<file path="config.mk">
export PLATFORM = sky130hd
export DESIGN_NAME = proc_clock_ctrl
export DESIGN_NICKNAME = d
export VERILOG_FILES = /design/src/rtl/proc_clock_ctrl.sv
export SDC_FILE = /design/constraint.sdc
export NUM_CORES = 1
export LEC_CHECK = 0
export ABC_AREA = 1
export CORE_MARGIN = 2
export CORE_UTILIZATION = 45
export DETAILED_ROUTE_END_ITERATION = 10
export PLACE_DENSITY = 0.92
export SYNTH_ARGS = -nofsm -noshare
export SYNTH_HDL_FRONTEND = slang
export SYNTH_SLANG_ARGS = --single-unit
export TNS_END_PERCENT = 1
</file>
<file path="constraint.sdc">
create_clock -name clock -period 1.9 [get_ports clock]
set_input_delay 0.475 -clock clock [delete_from_list [all_inputs] [get_ports clock]]
set_output_delay 0.475 -clock clock [all_outputs]
set_load 0.05 [all_outputs]
</file>
<file path="src/rtl/proc_clock_ctrl.sv">
// Single-clock enable generator and run/halt/step controller for the single-cycle processor.
// Define CLKCTRL_BREAKPOINT_EN to build the PC breakpoint, its mask flag and the BREAK state.
module proc_clock_ctrl #(
   parameter int DIV   = 4,
   parameter int PC_W  = 12,
   parameter int CNT_W = 32
) (
   input  logic                    clock,
   input  logic                    reset,
   input  logic                    run_req,
   input  logic                    halt_req,
   input  logic                    step_req,
   input  logic                    bp_en,
   input  logic [PC_W-1:0]         bp_addr,
   input  logic [PC_W-1:0]         pc,
   output logic                    imem_en,
   output logic                    dmem_en,
   output logic                    processor_en,
   output logic                    regfile_en,
   output logic [$clog2(DIV)-1:0]  phase,
   output logic [1:0]              state,
   output logic                    halted,
   output logic [CNT_W-1:0]        cycle_count
);

   localparam int PH_W = $clog2(DIV);
   localparam logic [PH_W-1:0] PH_LAST = PH_W'(DIV - 1);

   typedef enum logic [1:0] {
      S_HALT  = 2'd0,
      S_RUN   = 2'd1,
      S_STEP  = 2'd2,
      S_BREAK = 2'd3
   } state_t;

   state_t            state_q, state_d;
   logic [PH_W-1:0]   phase_q, phase_d;
   logic              pend_q, pend_d;
   logic [CNT_W-1:0]  count_q, count_d;
   logic              active;
   logic              commit;
   logic              bp_hit;

`ifdef CLKCTRL_BREAKPOINT_EN
   logic              mask_q, mask_d;

   // Breakpoints are only checked at the start of a processor cycle so a hit never issues a commit.
   assign bp_hit = bp_en && (pc == bp_addr) && !mask_q && (phase_q == '0);
`else
   logic              unused_bp;

   assign bp_hit    = 1'b0;
   assign unused_bp = ^{bp_en, bp_addr, pc};
`endif

   assign active = (state_q == S_RUN) || (state_q == S_STEP);
   assign commit = active && (phase_q == PH_LAST);

   always_comb begin
      state_d = state_q;
      phase_d = phase_q;
      pend_d  = pend_q;
      count_d = commit ? count_q + CNT_W'(1) : count_q;
`ifdef CLKCTRL_BREAKPOINT_EN
      mask_d  = commit ? 1'b0 : mask_q;
`endif
      case (state_q)
         S_HALT: begin
            if (halt_req) begin
               state_d = S_HALT;
            end else if (step_req) begin
               state_d = S_STEP;
            end else if (run_req) begin
               state_d = S_RUN;
            end
         end
         S_RUN: begin
            if (bp_hit) begin
               state_d = S_BREAK;
               pend_d  = 1'b0;
            end else begin
               phase_d = commit ? '0 : phase_q + PH_W'(1);
               if (commit) begin
                  if (pend_q || halt_req) begin
                     state_d = S_HALT;
                     pend_d  = 1'b0;
                  end
               end else if (halt_req) begin
                  pend_d = 1'b1;
               end
            end
         end
         S_STEP: begin
            phase_d = commit ? '0 : phase_q + PH_W'(1);
            if (commit) begin
               state_d = S_HALT;
            end
         end
         default: begin
`ifdef CLKCTRL_BREAKPOINT_EN
            // Leaving BREAK masks the breakpoint for one cycle so the matching PC can execute.
            if (halt_req) begin
               state_d = S_HALT;
               mask_d  = 1'b0;
            end else if (step_req) begin
               state_d = S_STEP;
               mask_d  = 1'b1;
            end else if (run_req) begin
               state_d = S_RUN;
               mask_d  = 1'b1;
            end
`else
            state_d = S_HALT;
            phase_d = '0;
`endif
         end
      endcase
   end

   always_ff @(posedge clock) begin
      if (reset) begin
         state_q <= S_HALT;
         phase_q <= '0;
         pend_q  <= 1'b0;
         count_q <= '0;
`ifdef CLKCTRL_BREAKPOINT_EN
         mask_q  <= 1'b0;
`endif
      end else begin
         state_q <= state_d;
         phase_q <= phase_d;
         pend_q  <= pend_d;
         count_q <= count_d;
`ifdef CLKCTRL_BREAKPOINT_EN
         mask_q  <= mask_d;
`endif
      end
   end

   assign imem_en      = active;
   assign dmem_en      = active;
   assign processor_en = commit;
   assign regfile_en   = commit;
   assign phase        = phase_q;
   assign state        = state_q;
   assign halted       = (state_q == S_HALT) || (state_q == S_BREAK);
   assign cycle_count  = count_q;

endmodule
</file>
## Word level (Yosys, flattened, before mapping)

Cells that the tools add are included.

- Add/sub/neg operators: 2
- Equality and inequality tests: 9
- Multiplexer cells: 12
- Reduce and logical (&&, ||, !) cells: 9

Operators with widths:

| cell | count |
|---|---|
| $add 32x1->32 const B | 1 |
| $mux 2 | 7 |
| $eq 2x2->1 const B | 3 |
| $pmux 2 s3 | 1 |
| $ne 2x1->1 const B | 2 |
| $ne 2x2->1 const B | 2 |
| $ne 4x4->1 const B | 1 |
| $pmux 2 s2 | 1 |
| $reduce_and 4->1 | 1 |
| $logic_or 1x1->1 | 3 |
| $mux 1 | 3 |
| $reduce_and 3->1 | 1 |
| $add 2x1->2 const B | 1 |
| $eq 2x1->1 const B | 1 |
| $logic_not 2->1 | 1 |
| $reduce_bool 2->1 | 1 |
| $reduce_or 2->1 | 1 |
| $logic_and 1x1->1 | 1 |

- Flip-flop bits (word level): 37
- Input port bits: 30
- Output and inout bits: 41

## Longest topological paths before layout

- Depth in word-level cells: 5
- Gate-level depth with buffers: 10

## Worst setup path after synthesis

Ideal clock, no wire load.

- Path kind: reg2out
- Start point: register state_q[0] (netlist: state[0])
- End point: output port regfile_en
- Arrival time: 2.208 ns
- Path slack: -0.783 ns
- Stages on the path, launching flop included: 6
- Path buffers: 1
- Path through: dfxtp_1 -> inv_1 -> ha_1 -> nand2_4 -> inv_2 -> buf_4

- Cells in the longest elaborated chain, start to end: 3
- Elaborated cells on any way between the ends: 4
- Classes of those cells: 2 x eq/ne; 2 x reduce/logical

Ends and longest elaborated chain:

| item | RTL line | RTL |
|---|---|---|
| start, declared | 36 | `state_t state_q, state_d;` |
| start signal, assigned | 130 | `state_q <= state_d;` |
| $eq 2x1->1 / $eq 2x2->1 (equally long branches) | 56 | `assign active = (state_q == S_RUN) \|\| (state_q == S_STEP);` |
| $logic_or 1x1->1 (*) | 56 |  |
| net dmem_en | 17 | `output logic dmem_en,` |
| $logic_and 1x1->1 (*) | 57 | `assign commit = active && (phase_q == PH_LAST);` |
| end, declared | 19 | `output logic regfile_en,` |

Mark *: on every way through the listed nets, which the timed path passes. The rest lies on a longest branch.

## Worst setup path after layout

- Start point: register phase_q[0] (netlist: phase[0])
- End point: output port regfile_en

- Cells in the longest elaborated chain, start to end: 2

Ends and longest elaborated chain:

| item | RTL line | RTL |
|---|---|---|
| start, declared | 37 | `logic [PH_W-1:0] phase_q, phase_d;` |
| start signal, assigned | 131 | `phase_q <= phase_d;` |
| $eq 2x2->1 | 57 |  |
| $logic_and 1x1->1 | 57 |  |

No other way between the ends.

==> flow_summary.ini <==
[floorplan]
die-area_mm2 = 0.00504
start_util_pct = 46.7
ios = 71
die_height_um = 71.0
placementRows = 24
core_area_mm2 = 0.00432
die_width_um = 71.0

[sta]
fin_crit_ps = 1840
setup-tns-final_ps = 0
fmax_mhz = 544
finalHoldViolations = 0
drv_slew = 0
grt_setup_unrepaired = no
setup-violations-final = 0
fin_ws_ps = 60.6
finClkSkew_ps = 5.58
period_share_pct = 96.8
tightest_slew_ps = 328
hold_slack_ps = 512
slew_headroom_pct = 78.0

[synthesis]
synthCells = 312
yosysMostFrequentCell = nand2_1
synth.avg_cell_area_um2 = 6.47
yosysTopAreaCellShare_pct = 36.7
synth_top_area_cell = dfxtp_1
syn_nets = 347
synth_flop_cell = dfxtp_1
synthArstFlopShare_pct = 0
synth_cell_types = 25
netlist_top_cells_count = 70 x nand2_1, 57 x nor2_1, 40 x inv_1
synth-seq-area-share_pct = 36.7
synth-seq-cells = 37
ys_warn_count = 0
synth_edf_count = 0
syn-cell-area_mm2 = 0.00202
synthTopCellsByArea = dfxtp_1 37%, nand2_1 13%, nor2_1 11%

[route]
drt_iter0_drc = 124
vias = 2127
drt_first_pass_iters = 4
totalWireLength_um = 5220
routed_via_density = 5.11
wire_per_inst_um = 12.6
drc_errors = 0
ant_nets = 0

[power_and_ir_drop]
combPwrFrac_pct = 43.2
p_leak_nw = 1.12
p_seq_share_pct = 33.2
p_sw_w = 0.000974
p_per_area_mw_per_mm2 = 986
peakVddDrop_mv = 1.02
power_switching_share_pct = 37.3
p_int_w = 0.00163
pwr-share-clk_pct = 23.5
finalPower_w = 0.00261

[clock_network]
htreeDepth = 2
cts_hold_buffers = 0
path_clk_slew_ps = 70
cts-root-buf = clkbuf_8
cts_tree = built
cts_max_path_buffers = 2
cts_buffers = 5
numClockSinks = 37
clk_latency_ps = 300

[hold_path]
holdCritPathClass = reg2reg

[global_route]
antenna_found_initial = 0
grt_max_degree = 25
grt_pass1_vias = 1927
gr-total-overflow = 0
grt_usage_pct = 21.4
grt_pass1_wl_um = 8570

[setup_path]
required_ps = 1420
criticalPathCategory = reg2out
r2r_slack_ps = 210
cp_data_arrival_time_ps = 1360
startpoint_type = flip-flop
endpoint_kind = primary output
path_max_fanout = 11

[final_layout]
diodes = 0
n_fill_cell = 403
drive_above_1_share_pct = 19.5
layout.nets = 398
multiInputGateArea_mm2 = 0.00112
syn_to_final_growth_pct = 31.0
seqCellArea_um2 = 748
design_area_mm2 = 0.00265

[placement]
io_buffers = 45
place_area_mm2 = 0.00251
hpwl_um = 3890
gp_congestion = 0.868
pre_cts_ws_ps = 116

[outcome]
status = finished clean

[job]
maxCapViolCount = 0
layout make-up:
class	instances	share of cell area, %
Clock buffer	7	3.64
Multi-Input combinational cell	229	42.3
Sequential cell	37	28.3
Timing Repair Buffer	49	16.8
Tap cell	52	2.46
Inverter	41	6.29
Clock inverter	1	0.189
path summary, 6_finish.rpt:
| path | cells after the start | start | endpoint |
|---|---|---|---|
| setup / recovery | 4 | phase[0]$_SDFFE_PP0P_ | regfile_en |
| hold / removal | 2 | cycle_count[13]$_SDFFE_PP0P_ | cycle_count[13]$_SDFFE_PP0P_ |
| hold reg to reg | 2 | cycle_count[13]$_SDFFE_PP0P_ | cycle_count[13]$_SDFFE_PP0P_ |
| setup reg to reg | 8 | phase[0]$_SDFFE_PP0P_ | cycle_count[20]$_SDFFE_PP0P_ |
stage by stage:
step | cells | utilization (%)
floorplan | 312 | -
global placement | 406 | 58.0
detailed placement | 406 | 58.0
CTS | 416 | 60.8
global route | 416 | 61.2
finish | 416 | 61.2
per-layer routing:
layer | GRT usage (%) | routed length, um | part of all wire [%] | vias to the layer above
li1 | - | - | - | 1098
met1 | 26.9 | 2340 | 45 | 963
met2 | 36.0 | 2480 | 47 | 61
met3 | 5.27 | 336 | 6.4 | 5
met4 | 6.92 | 65 | 1.2 | 0
met5 | 0 | 0 | 0 | -
layout by cell type, fill, tap and decap left out:
cell type,Yosys,layout
xor2_1,2,2
buf_12,0,5
o21a_1,4,4
ha_1,5,4
xnor2_1,1,1
nand2_2,1,1
nor2_2,6,6
o21ai_0,12,12
buf_6,0,1
clkbuf_8,0,7
inv_1,40,38
dfxtp_1,37,35
nor2_4,2,2
dfxtp_4,0,2
nand2_1,70,70
clkinv_2,0,1
nor2_1,57,57
clkinv_8,0,1
a21oi_1,20,20
nand3_2,1,1
nor3_2,1,1
buf_4,2,39
nand4_1,8,8
a211oi_1,1,1
nand3_1,30,30
nor3_1,6,6
ha_4,0,1
nor3b_1,1,1
inv_2,1,2
nand2_8,0,1
clkdlybuf4s50_1,0,4
power by group through the flow:
stage	logic (W)	registers [W]	clock network (W)
2_1_floorplan	0.000543	0.00100	0
3_3_place_gp	0.00101	0.000875	0
3_5_place_dp	0.00104	0.000878	0
4_1_cts	0.00107	0.000861	0.000617
5_1_grt	0.00119	0.000871	0.000643
6_report	0.00113	0.000866	0.000614
flip-flops by register name, indices dropped and copies added (netlist names):
register     flops
cycle_count     32
phase            2
state            2
pend_q           1
critical path: stages (launching register included):
cell	delay (ps)
dfxtp_1	390
ha_1	310
nand2_8	130
clkinv_8	100
buf_12	130
cells by family after synthesis:
group | synth area share (%)
AO/OA/AOI/OAI | 9.79
adder cells (fa/ha/maj) | 3.10
XOR/XNOR | 1.30
AND/OR/NAND/NOR | 40.2
buffers and inverters | 8.92
flip-flops | 36.7
what timing repair did:
| item | in CTS | in global routing |
|---|---|---|
| setup endpoints to repair | 2 | 4 |
| pin swaps | 1 | 1 |
| gates resized for setup | 1 | 5 |
| setup buffers | 2 | 0 |
Power figures use the tool's default switching activity.
